<file path="src/rtl/inv_sub_bytes_iter_if.sv">
// Block-in / block-out handshake bundle for the iterative InvSubBytes engine.
// The slave is the engine and the master is the upstream/downstream pair.
interface inv_sub_bytes_iter_if;
  logic         in_valid;
  logic         in_ready;
  logic [127:0] text_in;
  logic         out_valid;
  logic         out_ready;
  logic [127:0] text_out;

  modport master (
    output in_valid, text_in, out_ready,
    input  in_ready, out_valid, text_out
  );

  modport slave (
    input  in_valid, text_in, out_ready,
    output in_ready, out_valid, text_out
  );
endinterface

</file>
<file path="src/rtl/inv_sub_bytes_iter.sv">
// Iterative AES InvSubBytes engine: LANES bytes per cycle, result valid 16/LANES cycles after accept.
// Accepts only when idle; the result is held in DONE until out_ready, stalling indefinitely.
module inv_sub_bytes_iter #(
  parameter int LANES = 4
) (
  input  logic                  clk,
  input  logic                  rst_n,
  inv_sub_bytes_iter_if.slave   bus,
  output logic                  busy
);

  localparam int N  = 16 / LANES;
  localparam int CW = (N > 1) ? $clog2(N) : 1;

  // FIPS-197 inverse S-box, entry 0x00 in the most-significant byte.
  localparam logic [2047:0] INV_SBOX = {
    128'h52096ad53036a538bf40a39e81f3d7fb,
    128'h7ce339829b2fff87348e4344c4dee9cb,
    128'h547b9432a6c2233dee4c950b42fac34e,
    128'h082ea16628d924b2765ba2496d8bd125,
    128'h72f8f66486689816d4a45ccc5d65b692,
    128'h6c704850fdedb9da5e154657a78d9d84,
    128'h90d8ab008cbcd30af7e45805b8b34506,
    128'hd02c1e8fca3f0f02c1afbd0301138a6b,
    128'h3a9111414f67dcea97f2cfcef0b4e673,
    128'h96ac7422e7ad3585e2f937e81c75df6e,
    128'h47f11a711d29c5896fb7620eaa18be1b,
    128'hfc563e4bc6d279209adbc0fe78cd5af4,
    128'h1fdda8338807c731b11210592780ec5f,
    128'h60517fa919b54a0d2de57a9f93c99cef,
    128'ha0e03b4dae2af5b0c8ebbb3c83539961,
    128'h172b047eba77d626e169146355210c7d
  };

  function automatic logic [7:0] inv_sbox(input logic [7:0] x);
    return INV_SBOX[2047 - 8*int'(x) -: 8];
  endfunction

  typedef enum logic [1:0] {IDLE, BUSY, DONE} state_e;

  state_e         state_q;
  logic [CW-1:0]  cnt_q;
  logic [127:0]   w_q;
  logic [127:0]   w_d;
  logic           in_rdy_q;
  logic           out_vld_q;
  logic           busy_q;

  // Substitute only the chunk selected by cnt_q; chunk 0 sits at bits [127:...].
  always_comb begin
    w_d = w_q;
    for (int l = 0; l < LANES; l++) begin
      w_d[127 - 8*(int'(cnt_q)*LANES + l) -: 8] =
        inv_sbox(w_q[127 - 8*(int'(cnt_q)*LANES + l) -: 8]);
    end
  end

  always_ff @(posedge clk) begin
    if (!rst_n) begin
      state_q   <= IDLE;
      cnt_q     <= '0;
      w_q       <= '0;
      in_rdy_q  <= 1'b1;
      out_vld_q <= 1'b0;
      busy_q    <= 1'b0;
    end else begin
      case (state_q)
        IDLE: begin
          if (bus.in_valid) begin
            w_q      <= bus.text_in;
            cnt_q    <= '0;
            state_q  <= BUSY;
            in_rdy_q <= 1'b0;
            busy_q   <= 1'b1;
          end
        end
        BUSY: begin
          w_q <= w_d;
          if (cnt_q == CW'(N - 1)) begin
            cnt_q     <= '0;
            state_q   <= DONE;
            out_vld_q <= 1'b1;
          end else begin
            cnt_q <= cnt_q + 1'b1;
          end
        end
        DONE: begin
          if (bus.out_ready) begin
            state_q   <= IDLE;
            out_vld_q <= 1'b0;
            busy_q    <= 1'b0;
            in_rdy_q  <= 1'b1;
          end
        end
        default: begin
          state_q   <= IDLE;
          in_rdy_q  <= 1'b1;
          out_vld_q <= 1'b0;
          busy_q    <= 1'b0;
        end
      endcase
    end
  end

  assign bus.in_ready  = in_rdy_q;
  assign bus.out_valid = out_vld_q;
  assign bus.text_out  = w_q;
  assign busy          = busy_q;

endmodule
</file>
<file path="src/flat_wrapper.sv">
// flat-port wrapper written by rule: the top's interface ports become plain ports
module inv_sub_bytes_iter_flat 
#(
  parameter int LANES = 4
)
  (clk, rst_n, busy, bus_in_valid, bus_text_in, bus_out_ready, bus_in_ready, bus_out_valid, bus_text_out);
  inv_sub_bytes_iter_if bus_i ();
  input  logic clk;
  input  logic rst_n;
  output logic busy;
  input wire logic [$bits(bus_i.in_valid)-1:0] bus_in_valid;
  input wire logic [$bits(bus_i.text_in)-1:0] bus_text_in;
  input wire logic [$bits(bus_i.out_ready)-1:0] bus_out_ready;
  output wire logic [$bits(bus_i.in_ready)-1:0] bus_in_ready;
  output wire logic [$bits(bus_i.out_valid)-1:0] bus_out_valid;
  output wire logic [$bits(bus_i.text_out)-1:0] bus_text_out;
  assign bus_i.in_valid = bus_in_valid;
  assign bus_i.text_in = bus_text_in;
  assign bus_i.out_ready = bus_out_ready;
  assign bus_in_ready = bus_i.in_ready;
  assign bus_out_valid = bus_i.out_valid;
  assign bus_text_out = bus_i.text_out;
  inv_sub_bytes_iter #(.LANES(LANES)) u_core (.clk(clk), .rst_n(rst_n), .bus(bus_i), .busy(busy));
endmodule
</file>
<file path="config.mk">
export PLATFORM = sky130hd
export DESIGN_NAME = inv_sub_bytes_iter_flat
export DESIGN_NICKNAME = d
export VERILOG_FILES = /design/src/rtl/inv_sub_bytes_iter_if.sv /design/src/rtl/inv_sub_bytes_iter.sv /design/src/flat_wrapper.sv
export SDC_FILE = /design/constraint.sdc
export NUM_CORES = 1
export LEC_CHECK = 0
export ABC_AREA = 1
export BUFFER_PORTS_ARGS = -buffer_cell sky130_fd_sc_hd__clkbuf_2
export CELL_PAD_IN_SITES_DETAIL_PLACEMENT = 2
export CELL_PAD_IN_SITES_GLOBAL_PLACEMENT = 2
export CORE_ASPECT_RATIO = 2
export CORE_MARGIN = 5
export CORE_UTILIZATION = 30
export DETAILED_ROUTE_END_ITERATION = 8
export PLACE_DENSITY_LB_ADDON = 0.1
export SLEW_MARGIN = 30
export SYNTH_ARGS = -nofsm -noshare
export SYNTH_HDL_FRONTEND = slang
export SYNTH_SLANG_ARGS = --single-unit
export TNS_END_PERCENT = 30
</file>
<file path="constraint.sdc">
create_clock -name clk -period 3.45 [get_ports clk]
set_input_delay 0.69 -clock clk [delete_from_list [all_inputs] [get_ports clk]]
set_output_delay 0.69 -clock clk [all_outputs]
set_load 0.02 [all_outputs]
</file>
==> results of run 1 <==
[what timing repair did]
action / CTS / global route
setup endpoints to repair: 7 / 73
resized for setup: 2 / 19
pin swaps: 0 / 0
hold buffers: 0 / 0
[where the power goes]
part | switching (mW) | internal [mW]
Clock | 0.793 | 1.25
Sequential | 0.219 | 1.73
Combinational | 7.66 | 2.94
[flip-flops by register name, summed over array words and instances (netlist names)]
register              flops
u_core.bus.text_out     128
u_core.cnt_q              2
u_core.state_q            2
u_core.bus.in_ready       1
u_core.bus.out_valid      1
u_core.busy               1
[placed cells by master, fill, tap and decap left out, drive strengths merged]
master	n
clkinvlp	1
clkinv	5
nor2	146
nand4	146
nand3	1041
o211ai	20
and2	2
buf	206
a31oi	1
o21a	1
o21ai	171
a21oi	348
ha	84
bufinv	4
nand2	1040
clkbuf	282
diode	6
or2	30
a32oi	8
nand3b	8
dfxtp	135
nor3	1
a22oi	1
inv	129
[routing by layer]
layer,track usage,vias up,share of wire
met4,0.158,6,0.047
met1,0.508,14800,0.42
li1,-,12800,-
met2,0.586,1566,0.44
met5,0,-,0.00028
met3,0.0918,331,0.094
[metrics by stage]
step	worst slack (ps)	utilization	power, mW	setup TNS, ps
finish	76.1	0.359	14.6	0
global route	-0.862	0.359	15.3	-0.862
CTS	51.1	0.358	14.3	0
detailed placement	-7.73	0.348	12.2	-7.73
global placement	55.4	0.348	12.0	0
floorplan	680	-	7.90	0
[how the worst min path moves through the flow]
stage                                     start                                to  slack, ps  cells past startpoint
3_5_place_dp   u_core.bus.in_ready$_SDFFE_PN1P_  u_core.bus.in_ready$_SDFFE_PN1P_        460                      2
3_3_place_gp   u_core.bus.in_ready$_SDFFE_PN1P_  u_core.bus.in_ready$_SDFFE_PN1P_        450                      2
2_1_floorplan    u_core.state_q[1]$_SDFFE_PN0P_    u_core.state_q[1]$_SDFFE_PN0P_        510                      2
6_report       u_core.bus.in_ready$_SDFFE_PN1P_  u_core.bus.in_ready$_SDFFE_PN1P_        470                      2
5_1_grt        u_core.bus.in_ready$_SDFFE_PN1P_  u_core.bus.in_ready$_SDFFE_PN1P_        500                      2
4_1_cts        u_core.bus.in_ready$_SDFFE_PN1P_  u_core.bus.in_ready$_SDFFE_PN1P_        470                      2
[final cells by class]
cell class / instances / area [µm²] / share of cell area
Sequential cell: 135 / 2710 / 0.117
Timing Repair Buffer: 467 / 3260 / 0.141
Clock inverter: 10 / 168 / 0.00725
Clock buffer: 21 / 460 / 0.0199
Inverter: 129 / 492 / 0.0213
Antenna cell: 6 / 15.0 / 0.000649
Multi-Input combinational cell: 3048 / 15000 / 0.650
Tap cell: 804 / 1010 / 0.0435
[worst max-delay path, delay by kind of cell, from the launching register on]
kind,cells,cell delay [ps]
simple gates,14,1790
buf+inv,4,900
flops,1,380
compound gates,1,160
[logic make-up after synthesis]
logic type               after synthesis  share of synthesized area
flip-flops                           135                      0.139
buffers and inverters                411                     0.0935
AND/OR/NAND/NOR                     2414                      0.563
AO/OA/AOI/OAI                        550                      0.150
adder cells (fa/ha/maj)               84                     0.0541
==> results.py, run 1 <==
metrics = {
    "job": {
        "max_cap_violations": 0,
    },
    "setup_path": {
        "r2r-start": "u_core.cnt_q[0]$_SDFFE_PN0P_",
        "crit_path_frequent_cell": "nand2_1",
        "cpPeakStageDelay_ps": 380,
        "crit_path_cell_trace": "buf_12 -> buf_4 -> nand2_1 -> nand3_2 -> nand2_2 -> buf_12 -> nand2_1 -> buf_4 -> nand2_1 -> nand2_1 -> nand2_1 -> nand2_1 -> nand2_1 -> nand2_1 -> nand3_1 -> nand3_1 -> nand2_1 -> nand3_1 -> a21oi_1",
        "start_kind": "register",
        "worstPathArrival_ps": 3770,
        "cp_max_fo": 40,
        "critPathSlowestCell": "dfxtp_4",
        "required_ps": 3850,
        "r2r_end": "u_core.bus.text_out[76]$_SDFFE_PN0P_",
        "crit_type": "reg2reg",
        "rr_worst_depth": 19,
        "critPathCaptureType": "register",
        "startpoint": "u_core.cnt_q[0]$_SDFFE_PN0P_",
        "crit_path_end": "u_core.bus.text_out[76]$_SDFFE_PN0P_",
        "reg2reg_setup_slack_ps": 80,
    },
    "sta": {
        "period_share": 0.978,
        "worstMarginPinSlew_ps": 1020,
        "rsz0062_at_grt": "true",
        "max_slew_margin": 0.320,
        "setup_viol": 0,
        "final_max_slew_viol_count": 0,
        "min_period_ps": 3370,
        "fin_skew_ps": 12.9,
        "hold_slack_ps": 470,
        "timing.fmax_mhz": 296,
        "hold_viol": 0,
    },
    "global_route": {
        "antenna_found_initial": 8,
        "track_usage": 0.381,
        "grt_max_degree": 83,
        "grt_first_pass_wirelength_um": 204000,
        "grt-ovfl-total": 0,
        "grt_pass1_vias": 30200,
    },
    "clock_network": {
        "cts_sinks": 135,
        "cts_tree": "built",
        "post-cts-setup-buffers": 0,
        "cts_made_buffers": 17,
        "cts.htree.levels": 4,
        "clock_latency_ps": 470,
        "clk_pin_slew_ps": 70,
        "clk_path_buf_depth": 2,
        "root_buffer": "clkbuf_16",
    },
    "synthesis": {
        "synth-edff-count": 0,
        "synthArstFlopShare": 0,
        "synth-main-ff-cell": "dfxtp_1",
        "synth-seq-cells": 135,
        "synth.avg_cell_area_um2": 5.40,
        "yosysWarnings": 0,
        "yosys.cell_types.count": 32,
        "synth.area.top_cells": "nand3_1 (27%), nand2_1 (20%), dfxtp_1 (14%)",
        "synth.most_common_cell": "nand3_1",
        "synth_common_cells": "nand3_1 (1037), nand2_1 (1015), a21oi_1 (348)",
        "synth_top_area_cell": "nand3_1",
        "mappedNetlistArea_mm2": 0.0194,
        "postSynthCellCount": 3594,
        "ys_seq_area_frac": 0.139,
        "syn_nets": 3810,
        "synth_top_area_share": 0.267,
    },
    "floorplan": {
        "core_mm2": 0.0644,
        "start_util": 0.301,
        "io_pins": 263,
        "die_w_um": 190,
        "die-area_mm2": 0.0702,
        "placementRows": 132,
        "die_h_um": 370,
    },
    "placement": {
        "dp.cells": 4583,
        "postPlaceCellArea_mm2": 0.0224,
        "dp_hpwl_um": 105000,
        "io_buffer_count": 262,
        "place.gp.congestion": 1.01,
    },
    "cells_and_area": {
        "fillers": 8442,
        "drive_gt1_frac": 0.157,
        "nets": 4014,
        "area.growth.synth_to_final_pct": 19.1,
        "fin_area_mm2": 0.0231,
        "final_cell_count_no_fill": 4620,
    },
    "drt": {
        "first_pass_iters": 7,
        "post_drt_wl_per_cell_um": 30.1,
        "drt-total-wl_um": 139000,
        "vias": 29500,
        "drtAntennaViolNets": 0,
        "viasPerCell": 6.38,
        "route.detailed.drc": 0,
        "drt_iter0_markers": 2728,
    },
    "power_and_ir_drop": {
        "p_leak_nw": 11.0,
        "powerDensity_mw_per_mm2": 631,
        "ir_drop_mv": 0.424,
    },
    "worst_hold_path": {
        "worstHoldPathType": "reg2reg",
    },
    "status": {
        "outcome": "complete, no violations",
    },
}
Note: power is estimated with default switching activity, not from simulation.
==> run 2: changes to the inputs <==
- CORE_ASPECT_RATIO: 2 -> not set
- CORE_UTILIZATION: 30 -> 28
==> run 2 against run 1 <==
Effect of this change:
- clock power rose by 7%
- sequential share of layout area about the same
- cell count grew 2.6%
- combinational power is essentially flat
- setup slack lost 5.1 ps
- sequential cell count unchanged
- design area barely moved
- first-iteration DRC count increased by 14%
- sequential power about the same
- count of clock-buffer cells in the layout down 1
- wire length rose by 2.3%
- critical endpoint is now u_core.bus.text_out[41]$_SDFFE_PN0P_
- largest cell class unchanged
- highest routed layer unchanged
==> results.py, run 2 (same netlist as run 1, synthesis figures left out) <==
metrics = {
    "cells_and_area": {
        "largest_reg_flops": 128,
        "final_cell_mix": "nand3_1 (1031), nand2_1 (996), a21oi_1 (347), clkbuf_2 (261), buf_4 (173)",
        "fillers": 8872,
        "mostFrequentLayoutCell": "nand3_1",
        "nets": 4005,
        "drive_gt1_frac": 0.158,
        "multiInputGateArea_mm2": 0.0150,
        "final_cell_count_no_fill": 4741,
        "area.growth.synth_to_final_pct": 19.3,
        "seqCellArea_mm2": 0.00271,
    },
    "clock_network": {
        "clk_path_buf_depth": 2,
        "clock_latency_ps": 470,
        "root_buffer": "clkbuf_16",
        "clk_pin_slew_ps": 70,
        "cts.htree.levels": 4,
        "cts_sinks": 135,
        "holdBufCountCts": 0,
        "cts_made_buffers": 17,
        "cts_tree": "built",
    },
    "sta": {
        "period_share": 0.979,
        "hold_viol": 0,
        "fin_ws_ps": 71.0,
        "fin_skew_ps": 14.6,
        "final_max_slew_viol_count": 0,
        "min_period_ps": 3380,
        "worstMarginPinSlew_ps": 1040,
        "max_slew_margin": 0.303,
        "rsz0062_at_grt": "true",
        "timing.fmax_mhz": 296,
        "setup_viol": 0,
    },
    "setup_path": {
        "worstPathArrival_ps": 3720,
        "reg2reg_setup_slack_ps": 70,
        "cp_max_fo": 51,
        "required_ps": 3790,
        "crit_type": "reg2reg",
        "critPathCaptureType": "register",
        "start_kind": "register",
    },
    "global_route": {
        "antenna_found_initial": 10,
        "grt_max_degree": 85,
        "track_usage": 0.361,
        "grt-ovfl-total": 0,
        "grt_pass1_vias": 30400,
        "grt_first_pass_wirelength_um": 207000,
    },
    "power_and_ir_drop": {
        "p_int_mw": 5.89,
        "ir_drop_mv": 0.299,
        "pwr-share-seq": 0.133,
        "powerDensity_mw_per_mm2": 632,
        "pwr-share-comb": 0.717,
        "switching_power_mw": 8.76,
        "switching_share": 0.598,
        "clkPwrFrac": 0.149,
        "total_power_mw": 14.6,
        "p_leak_nw": 10.9,
    },
    "floorplan": {
        "die_w_um": 273,
        "die-area_mm2": 0.0747,
        "start_util": 0.283,
        "io_pins": 263,
        "core_mm2": 0.0687,
        "die_h_um": 273,
        "placementRows": 96,
    },
    "drt": {
        "dr_wl_met2_um": 65500,
        "drtAntennaViolNets": 0,
        "vias": 29400,
        "route.detailed.drc": 0,
        "dr_wl_met3_um": 9110,
        "topRoutingLayerUsed": "met5",
        "viasPerCell": 6.20,
        "post_drt_wl_per_cell_um": 30.0,
        "drt-total-wl_um": 142000,
        "first_pass_iters": 5,
        "wl_met1_um": 61800,
        "drt_iter0_markers": 3100,
    },
    "worst_hold_path": {
        "worstHoldPathType": "in2reg",
    },
    "status": {
        "outcome": "complete, no violations",
    },
    "job": {
        "max_cap_violations": 0,
    },
    "placement": {
        "io_buffer_count": 262,
        "place.gp.congestion": 1.02,
        "dpl_worst_slack_ps": 32.7,
        "dp_hpwl_um": 108000,
        "dp.cells": 4699,
    },
}
run 2: cell types whose count changed in the layout (fill, tap and decap cells not counted), moves of 2 or more:
cell / before / now
buf_12: 32 / 21
nand2_1: 1002 / 996
nand2_2: 36 / 41
inv_6: 3 / 6
clkbuf_1: 2 / 0
diode_2: 6 / 8
ha_1: 83 / 81
ha_2: 1 / 3
run 2: power groups by stage:
| stage | Sequential (mW) | Combinational (mW) | Clock [mW] |
|---|---|---|---|
| after floorplan | 2.08 | 5.82 | 0 |
| after global placement | 1.97 | 9.96 | 0 |
| after detailed placement | 1.98 | 10.1 | 0 |
| after CTS | 1.94 | 10.2 | 2.19 |
| after global routing | 1.96 | 11.1 | 2.25 |
| final | 1.95 | 10.5 | 2.19 |
run 2: final cells by class:
type                            instances  area share
Multi-Input combinational cell       3048       0.650
Timing Repair Buffer                  458       0.133
Tap cell                              931      0.0503
Clock inverter                         12     0.00800
Antenna cell                            8    0.000864
Sequential cell                       135       0.117
Inverter                              129      0.0213
Clock buffer                           20      0.0202
run 2: worst max-delay path, cell delays in order, from the launching register on:
cell and delay, ps:
dfxtp_4 400, buf_16 250, buf_4 360, nand2_1 150, nand3_2 250, nand2_2 110, buf_12 190, nand2_1 310
nand3_1 220, nand3_1 120, nand3_1 180, nand3_1 130, nand3_1 270, nand4_1 200, a21oi_1 70
run 2: metal layers:
| metal | global-route usage | vias up |
|---|---|---|
| met4 | 0.140 | 2 |
| met5 | 0 | - |
| met3 | 0.0363 | 282 |
| met2 | 0.593 | 1277 |
| li1 | - | 12800 |
| met1 | 0.489 | 15000 |
run 2: path summary, 6_finish.rpt:
check | startpoint | endpoint | depth (start not counted)
worst min-delay path | bus_text_in[101] | u_core.bus.text_out[101]$_SDFFE_PN0P_ | 3
worst max-delay path | u_core.cnt_q[0]$_SDFFE_PN0P_ | u_core.bus.text_out[41]$_SDFFE_PN0P_ | 14
worst min register to register | u_core.state_q[1]$_SDFFE_PN0P_ | u_core.state_q[1]$_SDFFE_PN0P_ | 2
worst max register to register | u_core.cnt_q[0]$_SDFFE_PN0P_ | u_core.bus.text_out[41]$_SDFFE_PN0P_ | 14
run 2: per-stage QoR:
| step | util | cell area [µm²] | setup TNS (ps) | hold WS [ps] |
|---|---|---|---|---|
| after floorplan | - | 19400 | 0 | 512 |
| after global placement | 0.326 | 22400 | -0.178 | 527 |
| after detailed placement | 0.326 | 22400 | 0 | 551 |
| after CTS | 0.335 | 23000 | 0 | 504 |
| after global routing | 0.337 | 23200 | -180 | 517 |
| final | 0.337 | 23200 | 0 | 518 |
run 2: timing repair:
item,CTS,global route
setup endpoints to repair,3,116
buffers inserted,0,2
gates resized for setup,1,27
